<file path="config.mk">
export PLATFORM = sky130hd
export DESIGN_NAME = div_seq32
export DESIGN_NICKNAME = d
export VERILOG_FILES = /design/src/rtl/div_seq32.sv
export SDC_FILE = /design/constraint.sdc
export NUM_CORES = 1
export LEC_CHECK = 0
export BUFFER_PORTS_ARGS = -buffer_cell sky130_fd_sc_hd__buf_2
export CAP_MARGIN = 20
export CORE_MARGIN = 3
export CORE_UTILIZATION = 47
export DETAILED_ROUTE_END_ITERATION = 8
export PLACE_DENSITY = 0.69
export RECOVER_POWER = 50
export SLEW_MARGIN = 20
export SYNTH_ARGS = -nofsm -noshare
export SYNTH_HDL_FRONTEND = slang
export SYNTH_SLANG_ARGS = --single-unit
</file>
<file path="constraint.sdc">
create_clock -name clock -period 3.1 [get_ports clock]
set_input_delay 0.31 -clock clock [delete_from_list [all_inputs] [get_ports clock]]
set_output_delay 0.31 -clock clock [all_outputs]
set_load 0.02 [all_outputs]
</file>
<file path="src/rtl/div_seq32.sv">
// ---------------------------------------------------------------------------
// div_seq32 -- sequential signed 32-bit divider using a restoring algorithm.
//
// One quotient bit is produced per clock. A divide takes 32 BUSY cycles and
// then one DONE cycle. A zero divisor skips BUSY and goes straight to DONE.
// The completion pulse and the result registers are loaded on the clock edge
// that leaves DONE, so data_resultRDY is high in the cycle after DONE.
//
// Ports
//   clock           rising-edge clock
//   resetn          asynchronous active-low reset
//   ctrl_div        start strobe; sampled only in IDLE
//   data_operandA   signed dividend, captured when a start is accepted
//   data_operandB   signed divisor, captured when a start is accepted
//   data_result     signed quotient, truncated toward zero; held until the
//                   next completion
//   data_resultRDY  one-cycle completion pulse
//   data_exception  divide-by-zero or 0x80000000 / -1 overflow; valid with
//                   data_resultRDY
//   busy            high while the FSM is in BUSY or DONE
//   data_remainder  (DIV_REMAINDER_EN only) signed remainder. Its sign
//                   follows the dividend. It is 0 on divide-by-zero.
//   state_dbg       current FSM state encoding (IDLE=0, BUSY=1, DONE=2)
//
// Handshake: a start is accepted on a rising edge where the FSM is in IDLE
// and ctrl_div is 1. Starts seen in BUSY or DONE are dropped, not queued.
// Each accepted start produces exactly one data_resultRDY pulse, unless a
// reset intervenes.
//
// Configuration macro: DIV_REMAINDER_EN adds the data_remainder output.
// ---------------------------------------------------------------------------
module div_seq32 #(
  parameter int WIDTH = 32
) (
  input  logic             clock,
  input  logic             resetn,
  input  logic             ctrl_div,
  input  logic [WIDTH-1:0] data_operandA,
  input  logic [WIDTH-1:0] data_operandB,
  output logic [WIDTH-1:0] data_result,
  output logic             data_resultRDY,
  output logic             data_exception,
  output logic             busy,
`ifdef DIV_REMAINDER_EN
  output logic [WIDTH-1:0] data_remainder,
`endif
  output logic [1:0]       state_dbg
);

  typedef enum logic [1:0] {
    IDLE = 2'd0,
    BUSY = 2'd1,
    DONE = 2'd2
  } state_t;

  localparam logic [WIDTH-1:0] MIN_NEG = {1'b1, {(WIDTH-1){1'b0}}};

  state_t           state;
  state_t           state_next;
  logic [5:0]       count;
  logic [WIDTH-1:0] quo;      // holds the dividend magnitude, then fills with quotient bits
  logic [WIDTH-1:0] rem;      // partial remainder
  logic [WIDTH-1:0] dvs;      // divisor magnitude
  logic             neg_q;
  logic             neg_r;
  logic             div0;
  logic             ovf;

  logic             start;
  logic             last_step;
  logic [WIDTH:0]   rem_sh;
  logic [WIDTH+1:0] diff;
  logic             ge;
  logic [WIDTH-1:0] rem_step;
  logic [WIDTH-1:0] quo_step;
  logic [WIDTH-1:0] quo_signed;
  logic [WIDTH-1:0] rem_signed;

  // Magnitude of a two's-complement value. 0x80000000 maps to 2^31, which is
  // still correct when the result is read as unsigned.
  function automatic logic [WIDTH-1:0] mag(input logic [WIDTH-1:0] x);
    return x[WIDTH-1] ? (~x + 1'b1) : x;
  endfunction

  assign start     = (state == IDLE) && ctrl_div;
  assign last_step = (count == 6'(WIDTH - 1));
  assign busy      = (state == BUSY) || (state == DONE);
  assign state_dbg = state;

  // One restoring step. Shift the next dividend bit into the partial
  // remainder. Then subtract the divisor by adding its inverse with a
  // carry-in of 1. The subtraction is two bits wider than the operands, so
  // the top bit of the difference is the borrow flag.
  always_comb begin
    rem_sh   = {rem, quo[WIDTH-1]};
    diff     = {1'b0, rem_sh} + ~{2'b00, dvs} + {{(WIDTH+1){1'b0}}, 1'b1};
    ge       = ~diff[WIDTH+1];
    rem_step = ge ? diff[WIDTH-1:0] : rem_sh[WIDTH-1:0];
    quo_step = {quo[WIDTH-2:0], ge};
  end

  always_comb begin
    quo_signed = neg_q ? (~quo + 1'b1) : quo;
    rem_signed = neg_r ? (~rem + 1'b1) : rem;
  end

  // FSM state register
  always_ff @(posedge clock or negedge resetn) begin
    if (!resetn) state <= IDLE;
    else         state <= state_next;
  end

  // FSM next-state logic
  always_comb begin
    state_next = state;
    case (state)
      IDLE:    if (ctrl_div) state_next = (data_operandB == '0) ? DONE : BUSY;
      BUSY:    if (last_step) state_next = DONE;
      DONE:    state_next = IDLE;
      default: state_next = IDLE;
    endcase
  end

  // Operand capture and iteration datapath
  always_ff @(posedge clock or negedge resetn) begin
    if (!resetn) begin
      count <= '0;
      quo   <= '0;
      rem   <= '0;
      dvs   <= '0;
      neg_q <= 1'b0;
      neg_r <= 1'b0;
      div0  <= 1'b0;
      ovf   <= 1'b0;
    end else if (start) begin
      count <= '0;
      quo   <= mag(data_operandA);
      rem   <= '0;
      dvs   <= mag(data_operandB);
      neg_q <= data_operandA[WIDTH-1] ^ data_operandB[WIDTH-1];
      neg_r <= data_operandA[WIDTH-1];
      div0  <= (data_operandB == '0);
      ovf   <= (data_operandA == MIN_NEG) && (data_operandB == '1);
    end else if (state == BUSY) begin
      count <= count + 6'd1;
      quo   <= quo_step;
      rem   <= rem_step;
    end
  end

  // Result registers. These load on the edge that leaves DONE. They then
  // hold their value until the next operation completes.
  always_ff @(posedge clock or negedge resetn) begin
    if (!resetn) begin
      data_result    <= '0;
      data_resultRDY <= 1'b0;
      data_exception <= 1'b0;
`ifdef DIV_REMAINDER_EN
      data_remainder <= '0;
`endif
    end else if (state == DONE) begin
      data_resultRDY <= 1'b1;
      data_exception <= div0 | ovf;
      // The overflow case needs no special path. The magnitude quotient is
      // 2^31 and the signs agree, so the result is already 0x80000000.
      data_result    <= div0 ? '0 : quo_signed;
`ifdef DIV_REMAINDER_EN
      data_remainder <= div0 ? '0 : rem_signed;
`endif
    end else begin
      data_resultRDY <= 1'b0;
    end
  end

`ifndef DIV_REMAINDER_EN
  // The remainder is computed either way. It only has a consumer when the
  // remainder output is enabled.
  logic unused_rem;
  assign unused_rem = ^rem_signed;
`endif

endmodule

</file>
# Word-level counts from Yosys, hierarchy flattened
# Index checks and enable logic that the tools add are counted.
[totals]
ff_bits = 141
out_inout_bits = 37
word_cells = 54
[classes]
n_addsub = 6
eq_ne = 7
mux = 16
bitwise = 7
n_reduce_logical = 7
[op_table]
columns = ["cell", "count"]
rows = [
  ["$mux W32", 9],
  ["$add A32 B1 Y32 const B", 3],
  ["$not A32 Y32", 3],
  ["$eq A32 B32 Y1 const B", 2],
  ["$add A33 B34 Y34", 1],
  ["$add A34 B1 Y34 const B", 1],
  ["$not A32 Y34", 1],
  ["$logic_not A32 Y1", 1],
  ["$mux W6", 2],
  ["$add A6 B1 Y6 const B", 1],
  ["$eq A6 B5 Y1 const B", 1],
  ["$mux W2", 3],
  ["$ne A2 B2 Y1 const B", 2],
  ["$pmux W2 S2", 1],
  ["$eq A2 B1 Y1 const B", 1],
  ["$eq A2 B2 Y1 const B", 1],
  ["$logic_and A1 B1 Y1", 2],
  ["$logic_not A2 Y1", 1],
  ["$reduce_and A2 Y1", 1],
  ["$reduce_bool A2 Y1", 1],
  ["$logic_or A1 B1 Y1", 1],
  ["$mux W1", 1],
  ["$not A1 Y1", 1],
  ["$or A1 B1 Y1", 1],
  ["$xor A1 B1 Y1", 1],
]

# Longest topological paths before layout
# Gate-level depths: netlist of run 1.
[depth]
word_depth = 6
mapped_depth = 14
depth_no_buf = 13

# Least setup slack after synthesis of run 1
# Ideal clock, no wire load.
[synth_timing]
path_kind = "reg2reg"
start = "reg quo[0]"
end = "reg data_result[26]"
setup_time_ps = 141
t_arrival_ps = 3098
required_time_ps = 2959
path_slack_ps = -139
stages_incl_launch_ff = 12
cell_sequence = "dfrtp_1 inv_1 ha_1 nor2b_1 nand3_1 or3_1 or4_4 or4_1 or4_4 o31ai_4 xor2_1 o22ai_1"
[synth_between]
elab_chain_cells = 4
[synth_lines]
columns = ["item", "line_no", "source"]
rows = [
  ["start, declared", "61", "logic [WIDTH-1:0] quo;"],
  ["start signal, assigned", "137", "quo <= mag(data_operandA);"],
  ["start signal, assigned", "146", "quo <= quo_step;"],
  ["$not A32 Y32", "103", "quo_signed = neg_q ? (~quo + 1'b1) : quo;"],
  ["$add A32 B1 Y32", "103", ""],
  ["$mux W32", "103", ""],
  ["$mux W32", "166", "data_result <= div0 ? '0 : quo_signed;"],
  ["end signal, assigned", "166", ""],
  ["end, declared", "40", "output logic [WIDTH-1:0] data_result,"],
]
# No other way between the ends.
# A chain may end at the register's enable or synchronous reset.

# Worst setup path after layout of run 1
[layout_timing]
start = "reg quo[1]"
end = "reg data_result[26]"
# Same word-level chain as after synthesis.

==> results of run 1 <==
[worst paths after layout]
kind | cells past startpoint | from | slack [ns] | endpoint
worst max-delay path | 11 | quo[1] | -0.11 | data_result[26]
worst min-delay path | 3 | data_operandA[0] | 0.18 | quo[0]
worst max register to register | 11 | quo[1] | -0.11 | data_result[26]
worst min register to register | 2 | dvs[23] | 0.48 | dvs[23]
max in group asynchronous | 3 | resetn | 0.40 | rem[5]
min in group asynchronous | 2 | resetn | 0.68 | dvs[26]
[flip-flops by register name, indices dropped and copies added, names as in the netlist]
signal / cells
div0: 1
data_resultRDY: 1
state_dbg: 2
rem: 32
data_exception: 1
dvs: 32
ovf: 1
count: 6
neg_q: 1
data_result: 32
quo: 32
[cell usage after synthesis (all sizes together) (2+ instances only)]
| cell | n | area share, % |
|---|---|---|
| xor2 | 68 | 6.2 |
| buf | 9 | 0.36 |
| or2 | 2 | 0.13 |
| o21a | 2 | 0.16 |
| mux2i | 41 | 4.3 |
| a31oi | 6 | 0.39 |
| clkbuf | 52 | 2.0 |
| o41ai | 11 | 1.1 |
| nor2b | 5 | 0.33 |
| a211o | 3 | 0.27 |
| a211oi | 17 | 1.3 |
| and3 | 8 | 0.52 |
| nor2 | 61 | 2.4 |
| o211ai | 5 | 0.39 |
| mux2 | 4 | 0.47 |
| xnor2 | 48 | 4.4 |
| nand4 | 15 | 0.98 |
| o211a | 3 | 0.31 |
| inv | 88 | 3.4 |
| ha | 40 | 5.2 |
| o22ai | 32 | 2.1 |
| nor4 | 6 | 0.39 |
| a21oi | 76 | 4.0 |
| a21o | 13 | 1.0 |
| nand3 | 19 | 0.99 |
| dfrtp | 141 | 37 |
| nand2 | 131 | 5.1 |
| o31ai | 31 | 2.6 |
| o21ai | 128 | 6.7 |
| nor3 | 13 | 0.68 |
| or4 | 15 | 1.3 |
| a32oi | 2 | 0.18 |
| or3 | 14 | 0.91 |
| o21bai | 2 | 0.16 |
| a21boi | 2 | 0.16 |
| and2 | 4 | 0.26 |
| nand2b | 11 | 0.72 |
[worst reg2reg max path: cells and delay by family (launching register included)]
| family | cells | cell delay (ns) |
|---|---|---|
| adders and majority gates | 1 | 0.17 |
| buffers and inverters | 1 | 0.07 |
| AOI/OAI and AO/OA | 2 | 0.28 |
| DFF | 1 | 0.41 |
| and+or+nand+nor | 6 | 1.99 |
| xor gates and xnor gates | 1 | 0.16 |
[metrics by stage]
step | instance area [um^2] | total power, mW
2_1_floorplan | 9622 | 8.764
3_3_place_gp | 10700 | 10.81
3_5_place_dp | 10700 | 10.94
4_1_cts | 11360 | 13.16
5_1_grt | 11430 | 14.49
6_report | 11430 | 13.33
[logic make-up (layout without fill, tap and decap cells)]
logic type	count (synthesis)	after routing	synth area share, %
DFF	141	141	36.72
xor gates and xnor gates	116	116	10.57
adders and majority gates	41	41	5.417
AOI/OAI and AO/OA	341	341	21.53
and+or+nand+nor	309	309	15.15
muxes	45	45	4.740
buffers and inverters	150	286	5.873
[layout make-up]
cell class	instances	area (um^2)
inverter	89	334.1
clock inverter	15	155.1
sequential	141	3528
clock buffer	17	425.4
multi-input combinational	852	5680
timing repair buffer	165	977.2
tap	265	331.6
fill	1860	8349
[metal layers]
layer	share of wire [%]	vias to the layer above	global-route usage (%)	routed length (um)
met3	2.9	34	3.342	718
met1	47	4022	30.89	11500
met4	2.1	0	7.231	504
li1	-	4294	-	-
met2	48	154	35.96	11650
met5	0	-	0	0
[report_power, final]
part	switching (mW)	leakage (nW)	internal, mW
Clock	0.914	0.282	1.14
Sequential	0.684	1.77	2.67
Combinational	4.60	3.03	3.32
[timing repair]
item | CTS | global route
hold buffers | 1 | 0
endpoints found under the setup margin | 9 | 34
endpoints found under the hold margin | 50 | 0
pin swaps | 2 | 16
gates resized for setup | 6 | 25
buffers inserted | 6 | 4
==> impl_metrics.py, run 1 <==
metrics = {
    "logic_synthesis": {
        "synth_warnings": 0,
        "seq_area_frac_synth_pct": 36.72,
        "yosys_register_bits": 141,
        "syn-instance-count": 1143,
        "synth-edff-count": 0,
        "postSynthNetCount": 1251,
        "async_flop_share_pct": 100.0,
        "synth_area_mm2": 0.009608,
        "syn_avg_cell_area_um2": 8.406,
        "synth_ff_type": "dfrtp_1",
        "ys_types": 58,
    },
    "worst_setup_path": {
        "critPathSlowestCell": "or4_4",
        "critPathRequiredTime_ns": 3.39,
        "crit_type": "reg2reg",
        "crit_chain": "inv_1, ha_2, nor2b_4, nand3_2, or3_4, or4_4, or4_4, or4_4, o31ai_4, xor2_1, o22ai_1",
        "cp_max_fo": 4,
        "cp_num_buf_inv": 1,
        "cp.arrival_ns": 3.51,
        "slowest_delay_ns": 0.55,
        "cpMostUsedCell": "or4_4",
        "critical_path.top_delay_family": "simple AND/OR/NAND/NOR gates",
        "cp-start-kind": "register",
        "endpoint_kind": "register",
    },
    "worst_hold_path": {
        "hold_class": "in2reg",
    },
    "routing": {
        "first_iter_violations": 494,
        "antenna_left": 0,
        "firstDrtPassIters": 5,
        "drc_errors": 0,
        "via_count": 8504,
        "vias_per_cell": 5.508,
        "post_drt_wl_per_cell_um": 15.79,
        "wirelength_mm": 24.38,
    },
    "clocking": {
        "cts_tree": "done",
        "numCtsBuffers": 17,
        "clockBufferDepth": 2,
        "clk_pin_slew_ns": 0.06,
        "root_buffer": "clkbuf_16",
        "clkLatencyLatePin_ns": 0.44,
        "clock_sinks": 141,
        "htree_num_levels": 4,
    },
    "timing": {
        "setup-tns-final_ns": -0.3282,
        "timing.slew.headroom_pct": 14.51,
        "setup-violations-final": 6,
        "max_freq_mhz": 311.2,
        "tightest_slew_ns": 1.282,
        "finClkSkew_ns": 0.01252,
        "layout_setup_ws_ns": -0.1133,
        "fin_crit_sh_pct": 103.7,
        "hold_slack_ns": 0.1847,
        "fin_crit_ns": 3.213,
        "rsz0062_at_grt": "true",
        "slew_viol_final": 0,
        "hold_violations": 0,
    },
    "finish": {
        "mostFrequentLayoutCells": "141 x dfrtp_1, 130 x nand2_1, 123 x o21ai_0",
        "fin_nets": 1374,
        "area_delta_synth_final_pct": 18.99,
        "final_common_cell": "dfrtp_1",
        "finalNonFillerCells": 1544,
        "drive_gt1_share_pct": 16.03,
        "final_core_util_pct": 57.79,
        "antenna_cells": 0,
    },
    "grt": {
        "grt_pass1_vias": 8192,
        "grt_max_degree": 92,
        "overflow": 0,
        "antenna_found_initial": 0,
        "grt_pass1_wl_mm": 40.67,
        "grt_use_total_pct": 22.27,
    },
    "pwr": {
        "vdd_ir_drop_max_uv": 495.7,
        "power.leakage_nw": 5.082,
        "p_per_area_mw_per_mm2": 1166,
    },
    "placed_design": {
        "place_inst": 1501,
        "dp_hpwl_mm": 17.49,
        "gp_congestion": 0.9010,
        "dpl_worst_slack_ns": -0.1109,
        "place.port_buffers": 103,
    },
    "run_status": {
        "violations": "negative setup slack",
        "status": "complete, but fails checks",
    },
    "floorplan": {
        "dieArea_mm2": 0.02219,
        "row_count": 51,
        "fp.dieW_um": 149.0,
        "coreArea_mm2": 0.01978,
        "initial_core_util_pct": 48.57,
        "io_pins": 104,
        "fp.dieH_um": 149.0,
    },
    "job": {
        "cap_violations": 0,
    },
}
No activity file was read; power rests on OpenSTA's default activity.
==> run 2, diff against run 1 <==
Settings changed: ABC_AREA from default to 1, PLACE_DENSITY 0.69 to 0.68.
==> impl_metrics.py, run 2 <==
metrics = {
    "clocking": {
        "clkLatencyLatePin_ns": 0.44,
        "clk_pin_slew_ns": 0.07,
        "numCtsBuffers": 17,
        "clockBufferDepth": 2,
        "root_buffer": "clkbuf_16",
        "htree_num_levels": 4,
        "cts_tree": "done",
        "clock_sinks": 141,
    },
    "run_status": {
        "violations": "max-capacitance violations, max-slew violations",
        "status": "complete, but fails checks",
    },
    "timing": {
        "setup-violations-final": 0,
        "slew_viol_final": 82,
        "setup-tns-final_ns": 0,
        "layout_setup_ws_ns": 0.4526,
        "fin_crit_sh_pct": 85.40,
        "hold_slack_ns": 0.1835,
        "finClkSkew_ns": 0.01623,
        "tightest_slew_ns": 2.187,
        "hold_violations": 0,
        "rsz0062_at_grt": "false",
        "max_freq_mhz": 377.7,
        "timing.slew.headroom_pct": -45.83,
        "fin_crit_ns": 2.647,
    },
    "routing": {
        "wirelength_mm": 35.06,
        "via_count": 11810,
        "antenna_left": 0,
        "firstDrtPassIters": 5,
        "post_drt_wl_per_cell_um": 15.80,
        "vias_per_cell": 5.320,
        "drc_errors": 0,
        "first_iter_violations": 978,
    },
    "logic_synthesis": {
        "yosys_register_bits": 141,
        "seq_area_frac_synth_pct": 31.17,
        "synth_warnings": 0,
        "yosys.area.top_type": "dfrtp_1",
        "yosysMostFrequentCell": "nand2_1",
        "syn_avg_cell_area_um2": 6.302,
        "synthTopCellsByArea": "dfrtp_1 31%, nand2_1 20%, inv_1 9.0%, nand3_1 6.7%, nor2_1 5.0%",
        "synth_ff_type": "dfrtp_1",
        "synth_common_cells": "606 x nand2_1, 271 x inv_1, 152 x nor2_1, 151 x nand3_1, 141 x dfrtp_1",
        "yosys.area.top_type_share_pct": 31.17,
        "async_flop_share_pct": 100.0,
        "postSynthNetCount": 1904,
        "synth-edff-count": 0,
        "synth_area_mm2": 0.01132,
        "ys_types": 48,
        "syn-instance-count": 1796,
    },
    "finish": {
        "area_delta_synth_final_pct": 12.09,
        "mostFrequentLayoutCells": "605 x nand2_1, 271 x inv_1, 151 x nor2_1, 151 x nand3_1, 141 x dfrtp_1",
        "final_common_cell": "nand2_1",
        "antenna_cells": 0,
        "fin_nets": 1995,
        "drive_gt1_share_pct": 8.211,
    },
    "worst_setup_path": {
        "critPathLaunch": "rem[11]",
        "cp_max_fo": 25,
        "cp-start-kind": "register",
        "crit_type": "reg2reg",
        "r2r_cells": 13,
        "r2r-end": "rem[25]",
        "endpoint": "rem[25]",
        "reg2reg_slack_ns": 0.45,
        "critPathRequiredTime_ns": 3.42,
        "endpoint_kind": "register",
        "cp.arrival_ns": 2.96,
        "r2r-start": "rem[11]",
    },
    "pwr": {
        "vdd_ir_drop_max_uv": 573.3,
        "power.leakage_nw": 6.773,
        "total_power_mw": 13.66,
        "p_per_area_mw_per_mm2": 1076,
    },
    "placed_design": {
        "dpl_worst_slack_ns": 0.4833,
        "dp_hpwl_mm": 27.18,
        "gp_congestion": 0.9691,
        "place.port_buffers": 103,
    },
    "floorplan": {
        "io_pins": 104,
        "fp.dieW_um": 161.2,
        "row_count": 56,
        "initial_core_util_pct": 48.08,
        "fp.dieH_um": 161.2,
        "coreArea_mm2": 0.02354,
        "dieArea_mm2": 0.02598,
    },
    "grt": {
        "grt_use_total_pct": 27.08,
        "antenna_found_initial": 0,
        "grt_pass1_vias": 10960,
        "grt_max_degree": 82,
        "grt_pass1_wl_mm": 56.66,
        "overflow": 0,
    },
    "worst_hold_path": {
        "hold_class": "in2reg",
    },
    "job": {
        "cap_violations": 1,
    },
}
run 2: cell count changes after synthesis, sizes merged, moves of 20 or more:
| cell | delta |
|---|---|
| nand2 | +483 |
| inv | +192 |
| nand3 | +136 |
| nor2 | +102 |
| xor2 | -48 |
| mux2i | -41 |
| o21ai | -41 |
| nand3b | +29 |
| xnor2 | -28 |
| a21oi | -27 |
| o31ai | -25 |
| nand4 | +20 |
run 2: worst max-delay path, cell delays in order (launching register included):
cell,delay [ns]
dfrtp_1,0.44
ha_1,0.39
nand2_1,0.11
nor2_1,0.25
nand2_1,0.11
inv_1,0.07
nand2_2,0.06
nand2_2,0.09
nand2_4,0.20
nand2_4,0.34
buf_4,0.25
nand3_1,0.09
nand2_1,0.08
nand2_1,0.05
run 2: how the worst min path moves through the flow:
stage / startpoint / end / slack, ns / cells past startpoint
2_1_floorplan: resetn / count[0] / 0.01 / 0
3_3_place_gp: resetn / rem[26] / 0.41 / 1
3_5_place_dp: resetn / rem[26] / 0.42 / 1
4_1_cts: data_operandB[17] / dvs[17] / 0.17 / 3
5_1_grt: data_operandB[17] / dvs[17] / 0.20 / 3
6_report: data_operandA[25] / quo[25] / 0.18 / 4
run 2: cells by family (layout without fill, tap and decap cells):
family | Yosys count | count (layout) | synth area share, %
adder cells (fa/ha/maj) | 41 | 41 | 4.599
flip-flops | 141 | 141 | 31.17
XOR/XNOR | 40 | 40 | 3.095
AND/OR/NAND/NOR | 1040 | 1040 | 39.53
AO/OA/AOI/OAI | 202 | 202 | 10.35
buffers and inverters | 332 | 436 | 11.25
run 2: area by class of cell:
class                   instances  area, um^2
fillers                      2525       10860
multi-input cells            1323        6521
flip-flops and latches        141        3528
inverters                     282        1059
repair buffers                122       621.8
clock buffers                  18       429.2
well taps                     319       399.1
clock inverters                14       128.9
run 2: metal layers:
metal	GRT usage (%)	wire length (um)	vias to the layer above
met5	0	0	-
met4	7.743	708	0
met3	4.796	2707	53
met2	40.08	14790	419
met1	40.60	16860	5445
li1	-	-	5888
run 2: repair_timing:
item,CTS,global route
hold endpoints to repair,29,0
setup buffers,0,0
resized for setup,0,0
hold buffers,1,0
run 2: report_power, final:
group	leakage, nW	internal [mW]	switching [mW]
clock network	0.274	1.06	0.943
logic	4.72	2.78	5.65
registers	1.78	2.65	0.567
run 2: metrics by stage:
| stage | utilization, % | instance area [um^2] | cells |
|---|---|---|---|
| finish | 53.89 | 12690 | 2219 |
| global route | 53.89 | 12690 | 2219 |
| CTS | 54.13 | 12740 | 2219 |
| detailed placement | 51.72 | 12180 | 2186 |
| global placement | 51.72 | 12180 | 2186 |
| floorplan | - | 11320 | 1796 |
